$ cat src/rtl/instr_encoder.sv
// rtl/instr_encoder.sv - RV32I instruction encoder writing encoded words into instruction memory
package instr_encoder_pkg;
    typedef enum logic [5:0] {
        LUI, AUIPC, JAL, JALR, BEQ, BNE, BLT, BGE, BLTU, BGEU,
        LB, LH, LW, LBU, LHU, SB, SH, SW,
        ADDI, SLTI, SLTIU, XORI, ORI, ANDI, SLLI, SRLI, SRAI,
        ADD, SUB, SLL, SLT, SLTU, XOR, SRL, SRA, OR, AND,
        FENCE, FENCE_I, ECALL, EBREAK,
        CSRRW, CSRRS, CSRRC, CSRRWI, CSRRSI, CSRRCI
    } instr_kind_t;
endpackage

module instr_encoder
    import instr_encoder_pkg::*;
#(
    parameter int ADDR_W = 10
) (
    input  logic              clk,
    input  logic              rst,
    input  logic              start,
    input  logic              in_valid,
    output logic              in_ready,
    input  instr_kind_t       in_kind,
    input  logic [4:0]        in_rd,
    input  logic [4:0]        in_rs1,
    input  logic [4:0]        in_rs2,
    input  logic [31:0]       in_imm,
    input  logic [11:0]       in_csr,
    output logic              mem_we,
    output logic [ADDR_W-1:0] mem_addr,
    output logic [31:0]       mem_wdata,
    input  logic              mem_ready,
    output logic [ADDR_W:0]   count,
    output logic              full,
    output logic              err
);
    typedef enum logic [1:0] {S_EMPTY, S_PEND, S_FULL} state_t;
    typedef enum logic [3:0] {F_R, F_I, F_SH, F_S, F_B, F_U, F_J, F_C, F_FIX} fmt_t;

    localparam logic [ADDR_W:0] FULL_CNT = {1'b1, {ADDR_W{1'b0}}};
    localparam logic [ADDR_W:0] LAST_CNT = {1'b0, {ADDR_W{1'b1}}};

    state_t           state_q, state_d;
    logic [ADDR_W:0]  count_q, count_d;
    logic             err_q, err_d;
    logic [31:0]      wdata_q, wdata_d;

    fmt_t        fmt;
    logic [6:0]  opc, f7;
    logic [2:0]  f3;
    logic [31:0] fix_word, word;
    logic        fix_ok, legal, i_ok, b_ok, j_ok;
    logic        wr_done, accept;

    always_comb begin
        fmt = F_FIX; opc = 7'h00; f3 = 3'd0; f7 = 7'h00;
        fix_word = 32'h0; fix_ok = 1'b1;
        case (in_kind)
            LUI:     begin fmt = F_U;  opc = 7'h37; end
            AUIPC:   begin fmt = F_U;  opc = 7'h17; end
            JAL:     begin fmt = F_J;  opc = 7'h6f; end
            JALR:    begin fmt = F_I;  opc = 7'h67; end
            BEQ:     begin fmt = F_B;  opc = 7'h63; f3 = 3'd0; end
            BNE:     begin fmt = F_B;  opc = 7'h63; f3 = 3'd1; end
            BLT:     begin fmt = F_B;  opc = 7'h63; f3 = 3'd4; end
            BGE:     begin fmt = F_B;  opc = 7'h63; f3 = 3'd5; end
            BLTU:    begin fmt = F_B;  opc = 7'h63; f3 = 3'd6; end
            BGEU:    begin fmt = F_B;  opc = 7'h63; f3 = 3'd7; end
            LB:      begin fmt = F_I;  opc = 7'h03; f3 = 3'd0; end
            LH:      begin fmt = F_I;  opc = 7'h03; f3 = 3'd1; end
            LW:      begin fmt = F_I;  opc = 7'h03; f3 = 3'd2; end
            LBU:     begin fmt = F_I;  opc = 7'h03; f3 = 3'd4; end
            LHU:     begin fmt = F_I;  opc = 7'h03; f3 = 3'd5; end
            SB:      begin fmt = F_S;  opc = 7'h23; f3 = 3'd0; end
            SH:      begin fmt = F_S;  opc = 7'h23; f3 = 3'd1; end
            SW:      begin fmt = F_S;  opc = 7'h23; f3 = 3'd2; end
            ADDI:    begin fmt = F_I;  opc = 7'h13; f3 = 3'd0; end
            SLTI:    begin fmt = F_I;  opc = 7'h13; f3 = 3'd2; end
            SLTIU:   begin fmt = F_I;  opc = 7'h13; f3 = 3'd3; end
            XORI:    begin fmt = F_I;  opc = 7'h13; f3 = 3'd4; end
            ORI:     begin fmt = F_I;  opc = 7'h13; f3 = 3'd6; end
            ANDI:    begin fmt = F_I;  opc = 7'h13; f3 = 3'd7; end
            SLLI:    begin fmt = F_SH; opc = 7'h13; f3 = 3'd1; end
            SRLI:    begin fmt = F_SH; opc = 7'h13; f3 = 3'd5; end
            SRAI:    begin fmt = F_SH; opc = 7'h13; f3 = 3'd5; f7 = 7'h20; end
            ADD:     begin fmt = F_R;  opc = 7'h33; f3 = 3'd0; end
            SUB:     begin fmt = F_R;  opc = 7'h33; f3 = 3'd0; f7 = 7'h20; end
            SLL:     begin fmt = F_R;  opc = 7'h33; f3 = 3'd1; end
            SLT:     begin fmt = F_R;  opc = 7'h33; f3 = 3'd2; end
            SLTU:    begin fmt = F_R;  opc = 7'h33; f3 = 3'd3; end
            XOR:     begin fmt = F_R;  opc = 7'h33; f3 = 3'd4; end
            SRL:     begin fmt = F_R;  opc = 7'h33; f3 = 3'd5; end
            SRA:     begin fmt = F_R;  opc = 7'h33; f3 = 3'd5; f7 = 7'h20; end
            OR:      begin fmt = F_R;  opc = 7'h33; f3 = 3'd6; end
            AND:     begin fmt = F_R;  opc = 7'h33; f3 = 3'd7; end
            FENCE:   fix_word = 32'h0ff0000f;
            FENCE_I: fix_word = 32'h0000100f;
            ECALL:   fix_word = 32'h00000073;
            EBREAK:  fix_word = 32'h00100073;
            CSRRW:   begin fmt = F_C;  opc = 7'h73; f3 = 3'd1; end
            CSRRS:   begin fmt = F_C;  opc = 7'h73; f3 = 3'd2; end
            CSRRC:   begin fmt = F_C;  opc = 7'h73; f3 = 3'd3; end
            CSRRWI:  begin fmt = F_C;  opc = 7'h73; f3 = 3'd5; end
            CSRRSI:  begin fmt = F_C;  opc = 7'h73; f3 = 3'd6; end
            CSRRCI:  begin fmt = F_C;  opc = 7'h73; f3 = 3'd7; end
            default: fix_ok = 1'b0;
        endcase
    end

    assign i_ok = ($signed(in_imm) >= -32'sd2048) && ($signed(in_imm) <= 32'sd2047);
    assign b_ok = ($signed(in_imm) >= -32'sd4096) && ($signed(in_imm) <= 32'sd4094) && !in_imm[0];
    assign j_ok = ($signed(in_imm) >= -32'sd1048576) && ($signed(in_imm) <= 32'sd1048574) && !in_imm[0];

    // CSR immediate forms carry zimm in the rs1 slot, so one layout serves all six
    always_comb begin
        word  = fix_word;
        legal = fix_ok;
        case (fmt)
            F_R:  word = {f7, in_rs2, in_rs1, f3, in_rd, opc};
            F_I:  begin word = {in_imm[11:0], in_rs1, f3, in_rd, opc}; legal = i_ok; end
            F_SH: begin word = {f7, in_imm[4:0], in_rs1, f3, in_rd, opc}; legal = (in_imm[31:5] == 27'd0); end
            F_S:  begin word = {in_imm[11:5], in_rs2, in_rs1, f3, in_imm[4:0], opc}; legal = i_ok; end
            F_B:  begin
                word  = {in_imm[12], in_imm[10:5], in_rs2, in_rs1, f3, in_imm[4:1], in_imm[11], opc};
                legal = b_ok;
            end
            F_U:  begin word = {in_imm[31:12], in_rd, opc}; legal = (in_imm[11:0] == 12'd0); end
            F_J:  begin
                word  = {in_imm[20], in_imm[10:1], in_imm[11], in_imm[19:12], in_rd, opc};
                legal = j_ok;
            end
            F_C:  word = {in_csr, in_rs1, f3, in_rd, opc};
            default: ;
        endcase
    end

    // The last free slot cannot take a second word queued behind it, or the address would wrap
    always_comb begin
        in_ready = 1'b0;
        case (state_q)
            S_EMPTY: in_ready = 1'b1;
            S_PEND:  in_ready = mem_ready && (count_q != LAST_CNT);
            default: in_ready = 1'b0;
        endcase
        if (rst || start) in_ready = 1'b0;
    end

    assign wr_done = (state_q == S_PEND) && mem_ready;
    assign accept  = in_valid && in_ready;

    always_comb begin
        state_d = state_q;
        count_d = count_q;
        err_d   = err_q;
        wdata_d = wdata_q;
        if (start) begin
            state_d = S_EMPTY;
            count_d = '0;
            err_d   = 1'b0;
        end else begin
            if (wr_done) begin
                count_d = count_q + 1'b1;
                state_d = (count_q == LAST_CNT) ? S_FULL : S_EMPTY;
            end
            if (accept) begin
                if (legal) begin
                    wdata_d = word;
                    state_d = S_PEND;
                end else begin
                    err_d = 1'b1;
                end
            end
        end
    end

    always_ff @(posedge clk) begin
        if (rst) begin
            state_q <= S_EMPTY;
            count_q <= '0;
            err_q   <= 1'b0;
            wdata_q <= 32'h0;
        end else begin
            state_q <= state_d;
            count_q <= count_d;
            err_q   <= err_d;
            wdata_q <= wdata_d;
        end
    end

    assign mem_we    = (state_q == S_PEND);
    assign mem_addr  = count_q[ADDR_W-1:0];
    assign mem_wdata = wdata_q;
    assign count     = count_q;
    assign full      = (state_q == S_FULL);
    assign err       = err_q;
endmodule
$ cat config.mk
export PLATFORM = sky130hd
export DESIGN_NAME = instr_encoder
export DESIGN_NICKNAME = d
export VERILOG_FILES = /design/src/rtl/instr_encoder.sv
export SDC_FILE = /design/constraint.sdc
export NUM_CORES = 1
export LEC_CHECK = 0
export CAP_MARGIN = 25
export CORE_MARGIN = 10
export CORE_UTILIZATION = 45
export DETAILED_ROUTE_END_ITERATION = 10
export PLACE_DENSITY = 0.92
export SYNTH_ARGS = -nofsm -noshare
export SYNTH_HDL_FRONTEND = slang
export SYNTH_SLANG_ARGS = --single-unit
$ cat constraint.sdc
create_clock -name clk -period 2.8 [get_ports clk]
set_clock_uncertainty 0.1 [all_clocks]
set_input_delay 0.28 -clock clk [delete_from_list [all_inputs] [get_ports clk]]
set_output_delay 0.28 -clock clk [all_outputs]
set_load 0.005 [all_outputs]
After elaboration in Yosys (flattened, before gate mapping):

Index checks and enable logic that the tools add are counted.

* bits in registers: 46
* output and inout port bits: 57

* add/sub/neg operators: 1
* magnitude comparators: 6
* equal/unequal tests: 57
* muxes and demuxes: 14
* bitwise operators: 2
* reductions and logical operators: 37

Operator list (count)
* $pmux W32 S8: 1
* $pmux W28 S4: 1
* $eq A6 B5 Y1 const B: 16
* $eq A6 B6 Y1 const B: 15
* $pmux W7 S10: 1
* $eq A6 B4 Y1 const B: 8
* $reduce_or A47 Y1: 1
* $ge A32 B12 Y1 const B: 1
* $ge A32 B13 Y1 const B: 1
* $ge A32 B21 Y1 const B: 1
* $le A32 B12 Y1 const B: 1
* $le A32 B13 Y1 const B: 1
* $le A32 B21 Y1 const B: 1
* $pmux W4 S8: 1
* $logic_not A27 Y1: 1
* $eq A6 B3 Y1 const B: 4
* $pmux W3 S7: 1
* $reduce_or A6 Y1: 3
* $eq A4 B3 Y1 const B: 4
* $eq A6 B2 Y1 const B: 2
* $logic_not A12 Y1: 1
* $reduce_or A12 Y1: 1
* $reduce_or A3 Y1: 4
* $reduce_or A4 Y1: 3
* other kinds (27): 43

Depth between registers and ports, before layout:

* depth in word-level cells: 8
* mapped depth: 10
* mapped depth without buffers: 7

Least setup slack after synthesis:

No wires, ideal clock.

* kind: register to register
* start point: register count_q[0] (netlist: count[0])
* end point: register wdata_q[13] (netlist: mem_wdata[13])
* data arrival time: 1.962 ns
* data required time: 2.579 ns
* path slack: 0.616 ns
* stages on the path, launching flop included: 9
* buffers on the path: 1
* period minus slack after synthesis: 2.184 ns
* path through: dfxtp_1 ha_1 nand3_1 nor2_1 a2111oi_0 and2_1 o21ai_2 buf_6 mux2_4

* cells in the longest elaborated chain, start to end: 6

Ends and longest elaborated chain
* start, declared: line 44 `logic [ADDR_W:0] count_q, count_d;`
* start signal, assigned: line 184 `count_q <= count_d;`
* $ne A11 B10 Y1: line 142 `S_PEND: in_ready = mem_ready && (count_q != LAST_CNT);`
* $logic_and A1 B1 Y1: line 142
* $pmux W1 S2: line 140 `case (state_q)`
* $mux W1: line 145 `if (rst || start) in_ready = 1'b0;`
* via in_ready: line 22 `output logic in_ready,`
* $logic_and A1 B1 Y1: line 149 `assign accept = in_valid && in_ready;`
* $reduce_and A3 Y1 (no source line)
* end signal, assigned: line 186 `wdata_q <= wdata_d;`
* end, declared: line 46 `logic [31:0] wdata_q, wdata_d;`

The timed path passes the listed nets, and every way through them passes these cells.
A chain may end at the register's enable or synchronous reset.

Worst setup path in the final report:

* start point: input in_kind[0]
* end point: register wdata_q[20] (netlist: mem_wdata[20])

* cells in the longest elaborated chain, start to end: 7
* elaborated cells on any way between the ends: 70
* classes of those cells: eq/ne (53); mux (5); reduce/logical (12)

Ends and longest elaborated chain
* start, declared: line 23 `input instr_kind_t in_kind,`
* $eq A6 B5 Y1 (tied with other cells): line 58 `case (in_kind)`
* $reduce_or A12 Y1 (no source line) (tied with other cells)
* $pmux W4 S8: line 58
* $eq A4 B2 Y1 or $eq A4 B1 Y1 (tied branches): line 118 `case (fmt)`
* $reduce_or A2 Y1 (no source line)
* $pmux W1 S5: line 118
* $reduce_and A3 Y1 (no source line)

Several ways; a longest one is shown, not always the timed one.

==> flow_summary.yaml <==
clock_tree:
  cts_buffers: 5
  worstSkewPairLatency_ns: 0.30
  clk_path_buf_depth: 2
  cts_hold_buf: 0
  h-tree-depth: 2
  clkTransAtPathRegs_ns: 0.09
  cts_tree: "built"
  cts.sinks: 45
  post_cts_buffers: 0
  cts_root_buffer: "clkbuf_8"
  ctsResizeCount: 0
global_routing:
  grt_pass1_vias: 4300
  overflow: 0
  antenna_found_initial: 1
  use_met2_pct: 35.9
  busiest_layer: "met2"
  grt_pass1_wl_um: 21000
  use_met3_pct: 6.89
  grt_max_degree: 38
  grt_use_met1_pct: 24.9
  grt_use_total_pct: 21.9
placement:
  postPlaceCellArea_sq_um: 5000
  portBuffers: 126
  routabilityCongestion: 1.05
  place_hpwl_um: 10500
finish:
  final_area_sq_um: 5180
  final_cell_mix: "clkdlybuf4s50_1, buf_4, dfxtp_1"
  final_common_cell: "clkdlybuf4s50_1"
  nNetsFinal: 659
  area_growth_pct: 50.4
  drive_above_1_share_pct: 13.9
pwr:
  p_comb_share_pct: 27.5
  p_sw_uw: 468
  swShare_pct: 27.2
  p_per_area_nw_per_um2: 332
  p_clk_share_pct: 34.4
  power_frac_seq_pct: 38.1
  ir_worst_vdd_mv: 0.253
  p_leak_nw: 2.02
  p_int_mw: 1.25
hold_path:
  hold_end: "mem_wdata[1]"
  hold_start: "mem_wdata[1]"
  min_path_type: "reg2reg"
  hold_depth: 2
floorplan:
  row_count: 31
  die_x_um: 108
  initial_core_util_pct: 47.0
  ios: 127
  dieArea_sq_um: 11600
  coreArea_sq_um: 7330
  die_h_um: 108
critical_path:
  cp_slowest_cell: "o41ai_1"
  cpMostUsedCell: "buf_4"
  path_class: "in2reg"
  reg2regPathDepth: 9
  r2r-end: "mem_wdata[14]"
  max_stage_delay_ns: 0.87
  path_max_fanout: 17
  worstSetupStartpointType: "primary input"
  end_kind: "flop"
  cp_cell_sequence: "clkdlybuf4s50_1 > buf_4 > buf_4 > nor4_1 > o41ai_1 > nand3_1 > a21oi_1 > nand2b_1 > mux2i_1"
  crit_arrival_ns: 2.72
  r2r_start: "count[0]"
  required_ns: 2.89
  reg2reg_slack_ns: 0.31
timing:
  timing.slew.headroom_pct: 36.4
  finalCritPeriodShare_pct: 94.0
  finalHoldWorstSlack_ns: 0.374
  setup_violations: 0
  hold_viol: 0
  grt_setup_unrepaired: "no"
  timing.fmax_mhz: 380
  timing.final.max_slew_violations: 0
  final.min_clock_period_ns: 2.63
  worst_pin_slew_ns: 0.942
drt:
  drt-pass1-iter-count: 7
  via_per_inst: 6.24
  ant_nets: 0
  vias: 4297
  wl_per_cell_um: 19.7
  drc: 0
  drt_iter0_markers: 822
  totalWireLength_um: 13600
logic_synthesis:
  synth_ff_type: "dfxtp_1"
  syn-num-nets: 514
  yosysWarningCount: 0
  avgSynthCellArea_sq_um: 7.78
  synth-seq-area-share_pct: 26.1
  ys_types: 65
  syn_inst: 443
  async_reset_ff_share_pct: 0
  ys_ff_latch: 45
  syn_area_sq_um: 3450
  synth_edf_count: 0
status:
  outcome: "completed"
flow_run:
  cap_violations: 0
## synth_stat cells (4+ instances only)
master     n  area, sq um
a21oi_1   35          175
a221o_1    7         70.1
a221oi_1   6         52.6
a222oi_1   6         60.1
a22oi_1    4         30.0
a31oi_1    5         31.3
and2_1     4         25.0
and3_1     8         50.1
buf_2     14         70.1
buf_4     13         97.6
clkbuf_1  14         52.6
dfxtp_1   45          901
mux2_4     6         90.1
mux2i_1   24          240
nand2_1   29          109
nand2b_1  26          163
nand3_1   13         65.1
nand4_1   13         81.3
nor2_1    33          124
nor2b_1   15         93.8
nor3_1     9         45.0
nor4_1    10         62.6
o21ai_0   24          120
or3_1      6         37.5
xnor2_1    6         52.6
xor2_1     7         61.3
## power by group through the flow
| stage | sequential [mW] | clock (mW) | combinational (mW) |
|---|---|---|---|
| after floorplan | 0.670 | 0 | 0.209 |
| after global placement | 0.670 | 0 | 0.439 |
| after detailed placement | 0.670 | 0 | 0.451 |
| after CTS | 0.656 | 0.600 | 0.456 |
| after global routing | 0.657 | 0.625 | 0.499 |
| final | 0.656 | 0.591 | 0.472 |
## through the flow
step | setup TNS (ns) | power (mW) | cells | setup WS [ns] | util (%)
finish | 0 | 1.72 | 689 | 0.167 | 70.7
global route | 0 | 1.78 | 689 | 0.0328 | 70.7
CTS | 0 | 1.71 | 684 | 0.136 | 70.1
detailed placement | -2.94 | 1.12 | 676 | -0.181 | 68.2
global placement | -0.846 | 1.11 | 676 | -0.0625 | 68.2
floorplan | 0 | 0.879 | 443 | 0.616 | -
## registers in the layout (all words and copies together), names as in the netlist
register   cells
state_q        2
mem_wdata     31
err            1
count         11
## critical path: cells and delay by family
| kind | cells | cell delay, ns |
|---|---|---|
| AOI/OAI and AO/OA | 2 | 1.03 |
| buffers and inverters | 3 | 0.97 |
| and+or+nand+nor | 3 | 0.38 |
| muxes | 1 | 0.06 |
## cells by family (layout without fill, tap and decap cells)
| family | Yosys count | count (layout) | share of synthesized area [%] |
|---|---|---|---|
| buffers and inverters | 51 | 197 | 7.92 |
| multiplexers | 32 | 32 | 10.2 |
| other | 0 | 1 | 0 |
| adder cells (fa/ha/maj) | 1 | 1 | 0.363 |
| AND/OR/NAND/NOR | 178 | 178 | 27.9 |
| XOR/XNOR | 13 | 13 | 3.30 |
| flip-flops | 45 | 45 | 26.1 |
| AO/OA/AOI/OAI | 123 | 123 | 24.1 |
## worst max path at each step
| stage | depth (start not counted) | endpoint | slack [ns] | startpoint |
|---|---|---|---|---|
| after global placement | 10 | mem_wdata[20] | -0.06 | in_kind[1] |
| after floorplan | 8 | mem_wdata[13] | 0.62 | count[0] |
| after detailed placement | 9 | mem_wdata[11] | -0.18 | in_kind[2] |
| after global routing | 10 | mem_wdata[20] | 0.03 | in_kind[3] |
| after CTS | 9 | mem_wdata[11] | 0.14 | in_kind[2] |
| final | 9 | mem_wdata[20] | 0.17 | in_kind[0] |
## cell type report
cell class                      instances  area (sq um)
Clock buffer                            5          68.8
Sequential cell                        45           901
Timing Repair Buffer                  183          1710
Inverter                                6          22.5
Multi-Input combinational cell        347          2280
Clock inverter                          3          68.8
Fill cell                             524          2150
Tap cell                               99           124
Antenna cell                            1          2.50
## layer usage
layer  part of all wire [%]  routed length, um
met1                     38               5220
met2                     44               5980
met3                     12               1650
met4                    5.3                715
met5                      0                  0
(Power assumes the default switching activity.)
==> patch: new RTL, same flow settings <==
Encoding of `state_t`: now one-hot (3 bits for 3 states).
--- a/src/rtl/instr_encoder.sv
+++ b/src/rtl/instr_encoder.sv
@@ -35,5 +35,5 @@
     output logic              err
 );
-    typedef enum logic [1:0] {S_EMPTY, S_PEND, S_FULL} state_t;
+    typedef enum logic [2:0] {S_EMPTY = 3'b001, S_PEND = 3'b010, S_FULL = 3'b100} state_t;
     typedef enum logic [3:0] {F_R, F_I, F_SH, F_S, F_B, F_U, F_J, F_C, F_FIX} fmt_t;
 
Check against the original RTL: no difference found for any inputs over 4 cycles, from zero or initial values and one cycle with rst high; so few cycles prove little.
==> patch against the original RTL <==
  * Area after synthesis is 8.8% higher
  * Synthesized cell count rose by 9.0%
  * Critical path type is now flip-flop to flip-flop
  * Fmax grew 0.58%
  * Critical path depth is 2 lower
  * Count of clock-buffer cells in the layout did not move
  * Cell area rose by 4.9%
  * Sequential cell count up 1
  * Power fell by 6.8%
  * Routed wire length grew 15%
  * First-iteration DRC count shrank 37%
  * Die area increased by 7.1%
  * Setup slack improved by 0.015 ns
==> patch: results (changes against the original RTL) <==
[worst_setup_path]
crit-reg2reg-launch = count[1]
slowest_delay_ns = 0.45  ; -0.42 ns
critPathMaxFanout = 20  ; +3
rrSetupSlack_ns = 0.18  ; -0.13 ns
worst_r2r_path_depth = 7  ; -2

[final_layout]
buffers = 186  ; +1.6%
fillers = 657  ; +25%
multi_input_area_um2 = 2497  ; +9.5%
final_cells = 729  ; +5.8%
nMultiInputCombCells = 373  ; +7.5%

[hold_path]
hp-start = mem_wdata[27]
holdPathEnd = mem_wdata[27]

[logic_synthesis]
synth_mux_area_share_pct = 5.209  ; -5.0 points
synthXorXnorAreaFrac_pct = 2.571  ; -0.73 points
yosysSeqAreaShare_pct = 24.57  ; -1.6 points
ys_top_cells_by_area = dfxtp_1 (25%), nand2_1 (4.2%), mux2i_1 (4.0%)
synthAdderAreaFrac_pct = 0.6010  ; +0.24 points

[global_route]
antenna_found_initial = 0  ; -1

[die]
core_um2 = 8175  ; +12%

[timing]
fmax_mhz = 382.0  ; +0.58%

[place]
gp_congestion = 0.9548  ; -9.3%
dpl.cell_count = 721  ; +6.7%
post-dp-hpwl_um = 12320  ; +18%
post_dp_cell_area_um2 = 5340  ; +6.8%

[drt]
wire_per_inst_um = 21.49  ; +9.1%

[power]
irDropWorstVdd_mv = 0.1624  ; -36%

[run_status]
run_status = finished clean

==> patch: cell count changes after synthesis, sizes merged, moves of 8 or more <==
cell / before / now
clkbuf: 14 / 22
nor2b: 15 / 23
nand2: 29 / 42
a21oi: 36 / 25
nand2b: 26 / 17
mux2i: 24 / 15
==> patch: worst min-delay path: cells and delay by family, from the launching register on <==
kind	cells	cell delay, ns
DFF	1	0.32
and+or+nand+nor	1	0.05
muxes	1	0.05
==> patch: metal layers <==
metal  global-route usage, %  vias to the layer above  part of all wire [%]
li1                        -                     2097                     -
met4                   12.34                        0                   4.9
met2                   38.49                      329                    46
met3                   6.006                       68                    10
met1                   28.07                     2122                    38
met5                       0                        -                     0
==> patch: power by group <==
group | internal (mW) | total [mW] | switching [mW] | leakage [nW]
sequential | 0.660 | 0.665 | 0.00431 | 0.371
combinational | 0.245 | 0.498 | 0.253 | 1.58
clock | 0.181 | 0.439 | 0.258 | 0.0447
total | 1.09 | 1.60 | 0.516 | 2.00
